$ cat src/rtl/qf_tcm_pkg.sv
// Shared TCM definitions: access types, master IDs, default widths.
// Used by the DTCM arbiter (optional round-robin via DTCM_ARB_RR_EN).
package qf_tcm_pkg;

    localparam int AW_DEF = 18;
    localparam int DW_DEF = 32;

    typedef enum logic [2:0] {
        RW_LB  = 3'b000,
        RW_LH  = 3'b001,
        RW_LW  = 3'b010,
        RW_LBU = 3'b100,
        RW_LHU = 3'b101
    } rw_type_e;

    localparam logic M0_CORE = 1'b0;
    localparam logic M1_LOAD = 1'b1;

endpackage

$ cat src/rtl/arb_wait_counter.sv
// Saturating wait counter with clear, used for requester aging.
// Clear wins over increment; reset wins over both.
module arb_wait_counter #(
    parameter int W   = 8,
    parameter int MAX = 8
) (
    input  logic         clk_i,
    input  logic         rst_i,
    input  logic         inc_i,
    input  logic         clr_i,
    output logic [W-1:0] cnt_o
);

    localparam logic [W-1:0] MAX_W = W'(MAX);

    logic [W-1:0] cnt_q;
    logic [W-1:0] cnt_d;

    always_comb begin
        cnt_d = cnt_q;
        if (clr_i) begin
            cnt_d = '0;
        end else if (inc_i && (cnt_q != MAX_W)) begin
            cnt_d = cnt_q + 1'b1;
        end
    end

    always_ff @(posedge clk_i) begin
        if (rst_i) begin
            cnt_q <= '0;
        end else begin
            cnt_q <= cnt_d;
        end
    end

    assign cnt_o = cnt_q;

endmodule

$ cat src/rtl/dtcm_arbiter.sv
// Two-master DTCM port arbiter: core (m0) vs loader/DMA (m1).
// Default m0 priority with aging; DTCM_ARB_RR_EN selects round-robin.
module dtcm_arbiter
    import qf_tcm_pkg::*;
#(
    parameter int AW       = AW_DEF,
    parameter int DW       = DW_DEF,
    parameter int MAX_WAIT = 8,
    parameter int CW       = 16
) (
    input  logic          clk,
    input  logic          rst,
    input  logic          m0_req,
    input  logic          m0_we,
    input  logic [AW-1:0] m0_addr,
    input  logic [DW-1:0] m0_wdata,
    input  logic [2:0]    m0_rw_type,
    output logic          m0_gnt,
    output logic          m0_rvalid,
    output logic [DW-1:0] m0_rdata,
    input  logic          m1_req,
    input  logic          m1_we,
    input  logic [AW-1:0] m1_addr,
    input  logic [DW-1:0] m1_wdata,
    input  logic [2:0]    m1_rw_type,
    output logic          m1_gnt,
    output logic          m1_rvalid,
    output logic [DW-1:0] m1_rdata,
    output logic [AW-1:0] mem_waddr,
    output logic [DW-1:0] mem_wdata,
    output logic          mem_wen,
    output logic [AW-1:0] mem_raddr,
    output logic          mem_ren,
    output logic [2:0]    mem_rw_type,
    input  logic [DW-1:0] mem_rdata,
    output logic [CW-1:0] conflict_cnt
);

    logic run;
    logic both_req;
    logic m1_win;
    logic g0;
    logic g1;

    assign run      = ~rst;
    assign both_req = m0_req & m1_req;

`ifdef DTCM_ARB_RR_EN
    // hist_q marks that someone has been served since reset, so the
    // very first contended cycle goes to m0.
    logic last_q;
    logic last_d;
    logic hist_q;
    logic hist_d;
    logic m1_pri;

    assign m1_pri = hist_q & (last_q == M0_CORE);
    assign m1_win = m1_req & (~m0_req | m1_pri);

    always_comb begin
        last_d = last_q;
        hist_d = hist_q;
        if (g1) begin
            last_d = M1_LOAD;
            hist_d = 1'b1;
        end else if (g0) begin
            last_d = M0_CORE;
            hist_d = 1'b1;
        end
    end

    always_ff @(posedge clk) begin
        if (rst) begin
            last_q <= M0_CORE;
            hist_q <= 1'b0;
        end else begin
            last_q <= last_d;
            hist_q <= hist_d;
        end
    end
`else
    localparam logic [7:0] MAX_W = 8'(MAX_WAIT);

    logic [7:0] wait_cnt;

    arb_wait_counter #(
        .W   (8),
        .MAX (MAX_WAIT)
    ) u_wait (
        .clk_i (clk),
        .rst_i (rst),
        .inc_i (m1_req & ~g1),
        .clr_i (g1 | ~m1_req),
        .cnt_o (wait_cnt)
    );

    assign m1_win = m1_req & (~m0_req | (wait_cnt == MAX_W));
`endif

    assign g1     = run & m1_win;
    assign g0     = run & m0_req & ~m1_win;
    assign m0_gnt = g0;
    assign m1_gnt = g1;

    always_comb begin
        mem_waddr   = '0;
        mem_raddr   = '0;
        mem_wdata   = '0;
        mem_rw_type = '0;
        mem_wen     = 1'b0;
        mem_ren     = 1'b0;
        unique case (1'b1)
            g1: begin
                mem_waddr   = m1_addr;
                mem_raddr   = m1_addr;
                mem_wdata   = m1_wdata;
                mem_rw_type = m1_rw_type;
                mem_wen     = m1_we;
                mem_ren     = ~m1_we;
            end
            g0: begin
                mem_waddr   = m0_addr;
                mem_raddr   = m0_addr;
                mem_wdata   = m0_wdata;
                mem_rw_type = m0_rw_type;
                mem_wen     = m0_we;
                mem_ren     = ~m0_we;
            end
            default: ;
        endcase
    end

    // Read response tracking: one-cycle DTCM latency.
    logic rsp_valid_q;
    logic rsp_valid_d;
    logic rsp_owner_q;
    logic rsp_owner_d;

    assign rsp_valid_d = (g0 & ~m0_we) | (g1 & ~m1_we);
    assign rsp_owner_d = g1 ? M1_LOAD : M0_CORE;

    always_ff @(posedge clk) begin
        if (rst) begin
            rsp_valid_q <= 1'b0;
            rsp_owner_q <= M0_CORE;
        end else begin
            rsp_valid_q <= rsp_valid_d;
            rsp_owner_q <= rsp_owner_d;
        end
    end

    assign m0_rvalid = run & rsp_valid_q & (rsp_owner_q == M0_CORE);
    assign m1_rvalid = run & rsp_valid_q & (rsp_owner_q == M1_LOAD);
    assign m0_rdata  = m0_rvalid ? mem_rdata : '0;
    assign m1_rdata  = m1_rvalid ? mem_rdata : '0;

    logic [CW-1:0] cc_q;
    logic [CW-1:0] cc_d;

    always_comb begin
        cc_d = cc_q;
        if (both_req && (cc_q != {CW{1'b1}})) begin
            cc_d = cc_q + 1'b1;
        end
    end

    always_ff @(posedge clk) begin
        if (rst) begin
            cc_q <= '0;
        end else begin
            cc_q <= cc_d;
        end
    end

    assign conflict_cnt = cc_q;

endmodule
$ cat config.mk
export PLATFORM = sky130hd
export DESIGN_NAME = dtcm_arbiter
export DESIGN_NICKNAME = d
export VERILOG_FILES = /design/src/rtl/qf_tcm_pkg.sv /design/src/rtl/arb_wait_counter.sv /design/src/rtl/dtcm_arbiter.sv
export SDC_FILE = /design/constraint.sdc
export NUM_CORES = 1
export LEC_CHECK = 0
export ABC_CLOCK_PERIOD_IN_PS = 2400
export CORE_AREA = 4 4 115 117
export CTS_BUF_LIST = sky130_fd_sc_hd__clkbuf_16
export DETAILED_ROUTE_END_ITERATION = 7
export DIE_AREA = 0 0 119 121
export GPL_ROUTABILITY_DRIVEN = 0
export PLACE_DENSITY_LB_ADDON = 0.2
export SLEW_MARGIN = 40
export SYNTH_ARGS = -nofsm -noshare
export SYNTH_HDL_FRONTEND = slang
export SYNTH_SLANG_ARGS = --single-unit
$ cat constraint.sdc
create_clock -name clk -period 2.4 [get_ports clk]
set_clock_uncertainty 0.05 [all_clocks]
set_input_delay 0.72 -clock clk [delete_from_list [all_inputs] [get_ports clk]]
set_output_delay 0.72 -clock clk [all_outputs]
set_load 0.02 [all_outputs]
## Yosys cells after proc, flatten, opt, wreduce, memory -nomap -nowiden

Cells that the tools add are included.

- Register bits: 26
- Output and inout port bits: 157
- Input port bits: 144

- $add $sub $neg: 2
- Equality and inequality tests: 3
- Bitwise operators: 22
- Multiplexer cells: 8
- Reduce and logical (&&, ||, !) cells: 3

Operators with widths:

| operator | count |
|---|---|
| $mux W32 | 2 |
| $pmux W32 S2 | 1 |
| $pmux W18 S2 | 1 |
| $add A16 B1 Y16 const B | 1 |
| $ne A16 B16 Y1 const B | 1 |
| $and A1 B1 Y1 | 11 |
| $add A8 B1 Y8 const B | 1 |
| $eq A8 B4 Y1 const B | 1 |
| $ne A8 B4 Y1 const B | 1 |
| $not A1 Y1 | 8 |
| $pmux W3 S2 | 1 |
| $pmux W1 S2 | 2 |
| $or A1 B1 Y1 | 3 |
| $logic_and A1 B1 Y1 | 2 |
| $reduce_or A2 Y1 | 1 |
| $mux W1 | 1 |

## Depth between registers and ports, before layout

- Depth after elaboration: 7
- Gate-level depth with buffers: 9
- Gate-level depth less buffers: 6

## Modules after synthesis

From an unflattened synthesis, not the netlist that was laid out.

- Cell total of the unflattened synthesis: 328
- Area total of the unflattened synthesis: 2482.4 um^2

Modules (own cells, without submodules):

| module | sequential area each (um^2) | times used | cells an instance | area each (um^2) |
|---|---|---|---|---|
| dtcm_arbiter | 360.3 | 1 | 278 | 2073.2 |
| arb_wait_counter | 160.2 | 1 | 50 | 409.1 |

## Worst setup path before layout

No wires, ideal clock.

- Path type: register to output
- Start point: reg u_wait.cnt_q[0], in the netlist u_wait.cnt_o[0]
- End point: out mem_waddr[0]
- Data arrival time: 1975 ps
- Cell stages (with the launch flop): 9
- Data required time: 1630 ps
- Path slack: -345 ps
- Path buffers: 2
- Cells stage by stage: dfxtp_1 -> inv_1 -> ha_1 -> nor4b_2 -> and3_1 -> a211oi_2 -> buf_2 -> a22o_1 -> buf_4

- Word-level cells in the longest chain between the ends: 6
- Elaborated cells between the ends (all ways): 7
- Those cells by class: eq/ne (1); mux (1); bitwise (5)

Ends and longest elaborated chain:

| element | line | RTL |
|---|---|---|
| from (decl) | arb_wait_counter.sv:16 | `logic [W-1:0] cnt_q;` |
| from (signal assigned) | arb_wait_counter.sv:32 | `cnt_q <= cnt_d;` |
| $eq A8 B4 Y1 | dtcm_arbiter.sv:97 | `assign m1_win = m1_req & (~m0_req \| (wait_cnt == MAX_W));` |
| $or A1 B1 Y1 | dtcm_arbiter.sv:97 |  |
| $and A1 B1 Y1 | dtcm_arbiter.sv:97 |  |
| $not A1 Y1 | dtcm_arbiter.sv:101 | `assign g0 = run & m0_req & ~m1_win;` |
| $and A1 B1 Y1 | dtcm_arbiter.sv:101 |  |
| net m0_gnt | dtcm_arbiter.sv:18 | `output logic m0_gnt,` |
| $pmux W18 S2 | n/a |  |
| to (decl) | dtcm_arbiter.sv:29 | `output logic [AW-1:0] mem_waddr,` |

The timed path passes the listed nets, and every way through them passes these cells.

## Worst setup path after layout

- Start point: reg u_wait.cnt_q[1], in the netlist u_wait.cnt_o[1]
- End point: out mem_wdata[28]

- Word-level cells in the longest chain between the ends: 6
- Elaborated cells between the ends (all ways): 7
- Those cells by class: eq/ne (1); mux (1); bitwise (5)

Ends and longest elaborated chain:

| element | line | RTL |
|---|---|---|
| $eq A8 B4 Y1 * | dtcm_arbiter.sv:97 |  |
| $or A1 B1 Y1 * | dtcm_arbiter.sv:97 |  |
| $and A1 B1 Y1 * | dtcm_arbiter.sv:97 |  |
| $not A1 Y1 | dtcm_arbiter.sv:101 |  |
| $and A1 B1 Y1 | dtcm_arbiter.sv:101 |  |
| $pmux W32 S2 * | dtcm_arbiter.sv:112 | `unique case (1'b1)` |
| to (decl) | dtcm_arbiter.sv:30 | `output logic [DW-1:0] mem_wdata,` |

Every way passes the cells marked *; elsewhere a longest branch is shown, timed or not.

==> results.py <==
metrics = {
    "clock_network": {
        "cts_tree": "built",
        "clock_latency_ps": 260,
        "cts_inserted_buffers": 3,
        "cts_root_buffer": "clkbuf_16",
        "clk_pin_slew_ps": 70,
        "htree_levels": 1,
        "ctsHoldBuffers": 0,
        "cts_sinks": 26,
        "cts_buffer_depth": 2,
    },
    "layout": {
        "final_nets": 810,
        "layout_commonest_cell": "buf_6",
        "fillers": 1063,
        "drive_above_1_share_pct": 53.3,
        "area_growth_pct": 200,
        "fin_area_sq_um": 7250,
        "layout_common_cells": "buf_6, clkdlybuf4s50_1, and2_4",
        "diodes": 0,
        "utilization_pct": 58.6,
    },
    "worst_setup_path": {
        "reg2reg_from": "u_wait.cnt_o[1]",
        "critPathMaxStageDelay_ps": 340,
        "ff2ff_setup_slack_ps": 540,
        "criticalPathCategory": "reg -> out",
        "end_kind": "output pin",
        "r2r-end": "rsp_valid_q",
        "cp-start-kind": "flip-flop",
        "crit_fanout": 6,
        "crit_required_ps": 1630,
        "path_cells": "inv_2 > ha_4 > nor4b_4 > and3_4 > buf_6 > o211a_4 > buf_12 > buf_4 > a22o_4 > buf_6",
        "cpMostUsedCell": "buf_6",
        "arrival_ps": 2140,
        "worstRegToRegCells": 9,
        "crit_slowest_cell": "dfxtp_2",
    },
    "drt": {
        "ant_nets": 0,
        "drt_first_pass_iters": 6,
        "drtIter0Drc": 128,
        "wl_um": 15900,
        "wl_per_cell_um": 19.1,
        "viasPerCell": 4.48,
        "drc_errors": 0,
        "vias": 3739,
    },
    "grt": {
        "first_global_vias": 4040,
        "gr-total-overflow": 0,
        "grt_max_degree": 18,
        "track_usage_pct": 20.4,
        "antenna_found_initial": 0,
        "grt_first_pass_wirelength_um": 23100,
    },
    "floorplanning": {
        "core_sq_um": 12400,
        "die_h_um": 121,
        "die_area_sq_um": 14400,
        "initial_core_util_pct": 19.5,
        "chipWidth_um": 119,
        "top_level_ports": 301,
        "row_count": 41,
    },
    "timing": {
        "worst_pin_slew_ps": 653,
        "min_period_ps": 2910,
        "finalSetupViolations": 140,
        "tns_ps": -39400,
        "whs_ps": 459,
        "finalHoldViolCount": 0,
        "max_freq_mhz": 344,
        "rsz0062_at_grt": "true",
        "relSlewSlack_pct": 56.0,
        "drv_slew": 0,
        "fin_ws_ps": -505,
        "period_share_pct": 121,
    },
    "outcome": {
        "status": "finished with violations",
        "violations": "setup timing",
    },
    "synth": {
        "syn_avg_cell_area_sq_um": 7.92,
        "syn-cell-area_sq_um": 2420,
        "syn-instance-count": 305,
        "synth_nets": 452,
        "synth_seq_cells": 26,
        "synthDistinctLibCells": 38,
        "synth-seq-area-share_pct": 21.5,
        "ys_warn_count": 0,
    },
    "flow_run": {
        "drv_cap": 0,
    },
    "hold_path": {
        "hold_start": "conflict_cnt[14]",
        "hold-path-cell-count": 2,
        "min_path_type": "reg -> reg",
        "hold_end": "conflict_cnt[14]",
    },
    "power_and_ir_drop": {
        "power_density_nw_per_um2": 244,
        "peakVddDrop_v": 0.000165,
        "power.leakage_nw": 3.23,
    },
    "placement": {
        "port_buffers": 300,
        "dp_hpwl_um": 11800,
        "place_area_sq_um": 6040,
    },
}
==> report_power, final <==
part	internal, W	switching, W	total [W]
clock	0.000224	0.000162	0.000385
combinational	0.000582	0.000364	0.000946
sequential	0.000436	0.00000405	0.000440
==> sequential cells by signal (all words and copies together), names as in the netlist <==
name	flops
rsp_owner_q	1
u_wait.cnt_o	8
rsp_valid_q	1
conflict_cnt	16
==> worst max path at each step <==
stage | slack (ps) | endpoint | depth (start not counted) | from
global placement | -1070 | mem_wdata[7] | 6 | rst
CTS | -580 | mem_wdata[9] | 10 | u_wait.cnt_o[1]
detailed placement | -1110 | mem_wdata[7] | 6 | rst
finish | -510 | mem_wdata[28] | 10 | u_wait.cnt_o[1]
global route | -550 | mem_wen | 10 | u_wait.cnt_o[0]
floorplan | -150 | mem_waddr[13] | 9 | u_wait.cnt_o[1]
==> synthesized netlist by cell type, drive strengths merged <==
| cell type | instances | area (sq um) |
|---|---|---|
| o311a | 1 | 10.0 |
| o21ai | 7 | 35.0 |
| o21ba | 1 | 10.0 |
| or4 | 5 | 37.5 |
| o211a | 2 | 20.0 |
| nand2 | 9 | 36.3 |
| inv | 10 | 37.5 |
| clkbuf | 8 | 30.0 |
| nor2 | 14 | 52.6 |
| a21oi | 11 | 55.1 |
| and4 | 2 | 17.5 |
| nor3 | 2 | 10.0 |
| o211ai | 1 | 7.51 |
| xor2 | 5 | 43.8 |
| nand3 | 9 | 45.0 |
| nor4b | 1 | 15.0 |
| buf | 33 | 245 |
| o41ai | 1 | 8.76 |
| and2 | 65 | 407 |
| dfxtp | 26 | 521 |
| and3 | 7 | 43.8 |
| xnor2 | 1 | 8.76 |
| a21o | 1 | 7.51 |
| a211oi | 2 | 20.0 |
| nor4 | 2 | 12.5 |
| nand4 | 5 | 43.8 |
| nor3b | 1 | 7.51 |
| a22o | 56 | 490 |
| ha | 3 | 37.5 |
| o31ai | 5 | 37.5 |
| o311ai | 1 | 8.76 |
| or3 | 7 | 43.8 |
| mux2i | 1 | 10.0 |
==> cells by family after synthesis <==
kind of cell	after synthesis	share of synthesized area, %
simple gates	129	32.0
fa+ha+maj	3	1.55
compound gates	89	29.4
flops	26	21.5
xor+xnor	6	2.18
mux	1	0.414
buf+inv	51	12.9
==> per-layer routing <==
layer / vias up / track usage [%] / wire length, um
met1: 1724 / 22.9 / 5890
met2: 186 / 38.1 / 8510
met5: - / 0 / 0
met3: 8 / 6.48 / 1350
li1: 1821 / - / -
met4: 0 / 3.19 / 180
==> what timing repair did <==
item	in CTS	in global routing
gates resized for setup	841	134
setup buffers	36	10
pin swaps	38	41
endpoints found under the setup margin	141	140
cloned	12	2
==> through the flow <==
stage	instances	power [W]	setup WS [ps]
floorplan	305	0.000757	-146
CTS	834	0.00174	-580
finish	834	0.00177	-505
detailed placement	782	0.00123	-1110
global placement	782	0.00123	-1070
global route	834	0.00184	-554
==> worst max-delay path, delay by kind of cell, from the launching register on <==
| kind | cells | cell delay, ps |
|---|---|---|
| buffers and inverters | 5 | 590 |
| AO/OA/AOI/OAI | 2 | 510 |
| flip-flops | 1 | 340 |
| AND/OR/NAND/NOR | 2 | 290 |
| adder cells (fa/ha/maj) | 1 | 150 |
==> area by class of cell <==
| cell class | instances | area (sq um) | area share, % |
|---|---|---|---|
| multi-input combinational | 229 | 2080 | 28.7 |
| clock buffer | 3 | 75.1 | 1.04 |
| inverter | 10 | 50.0 | 0.691 |
| sequential | 26 | 523 | 7.22 |
| clock inverter | 1 | 3.75 | 0.0518 |
| tap | 172 | 215 | 2.97 |
| timing repair buffer | 393 | 4300 | 59.3 |
Note: power is estimated with default switching activity, not from simulation.
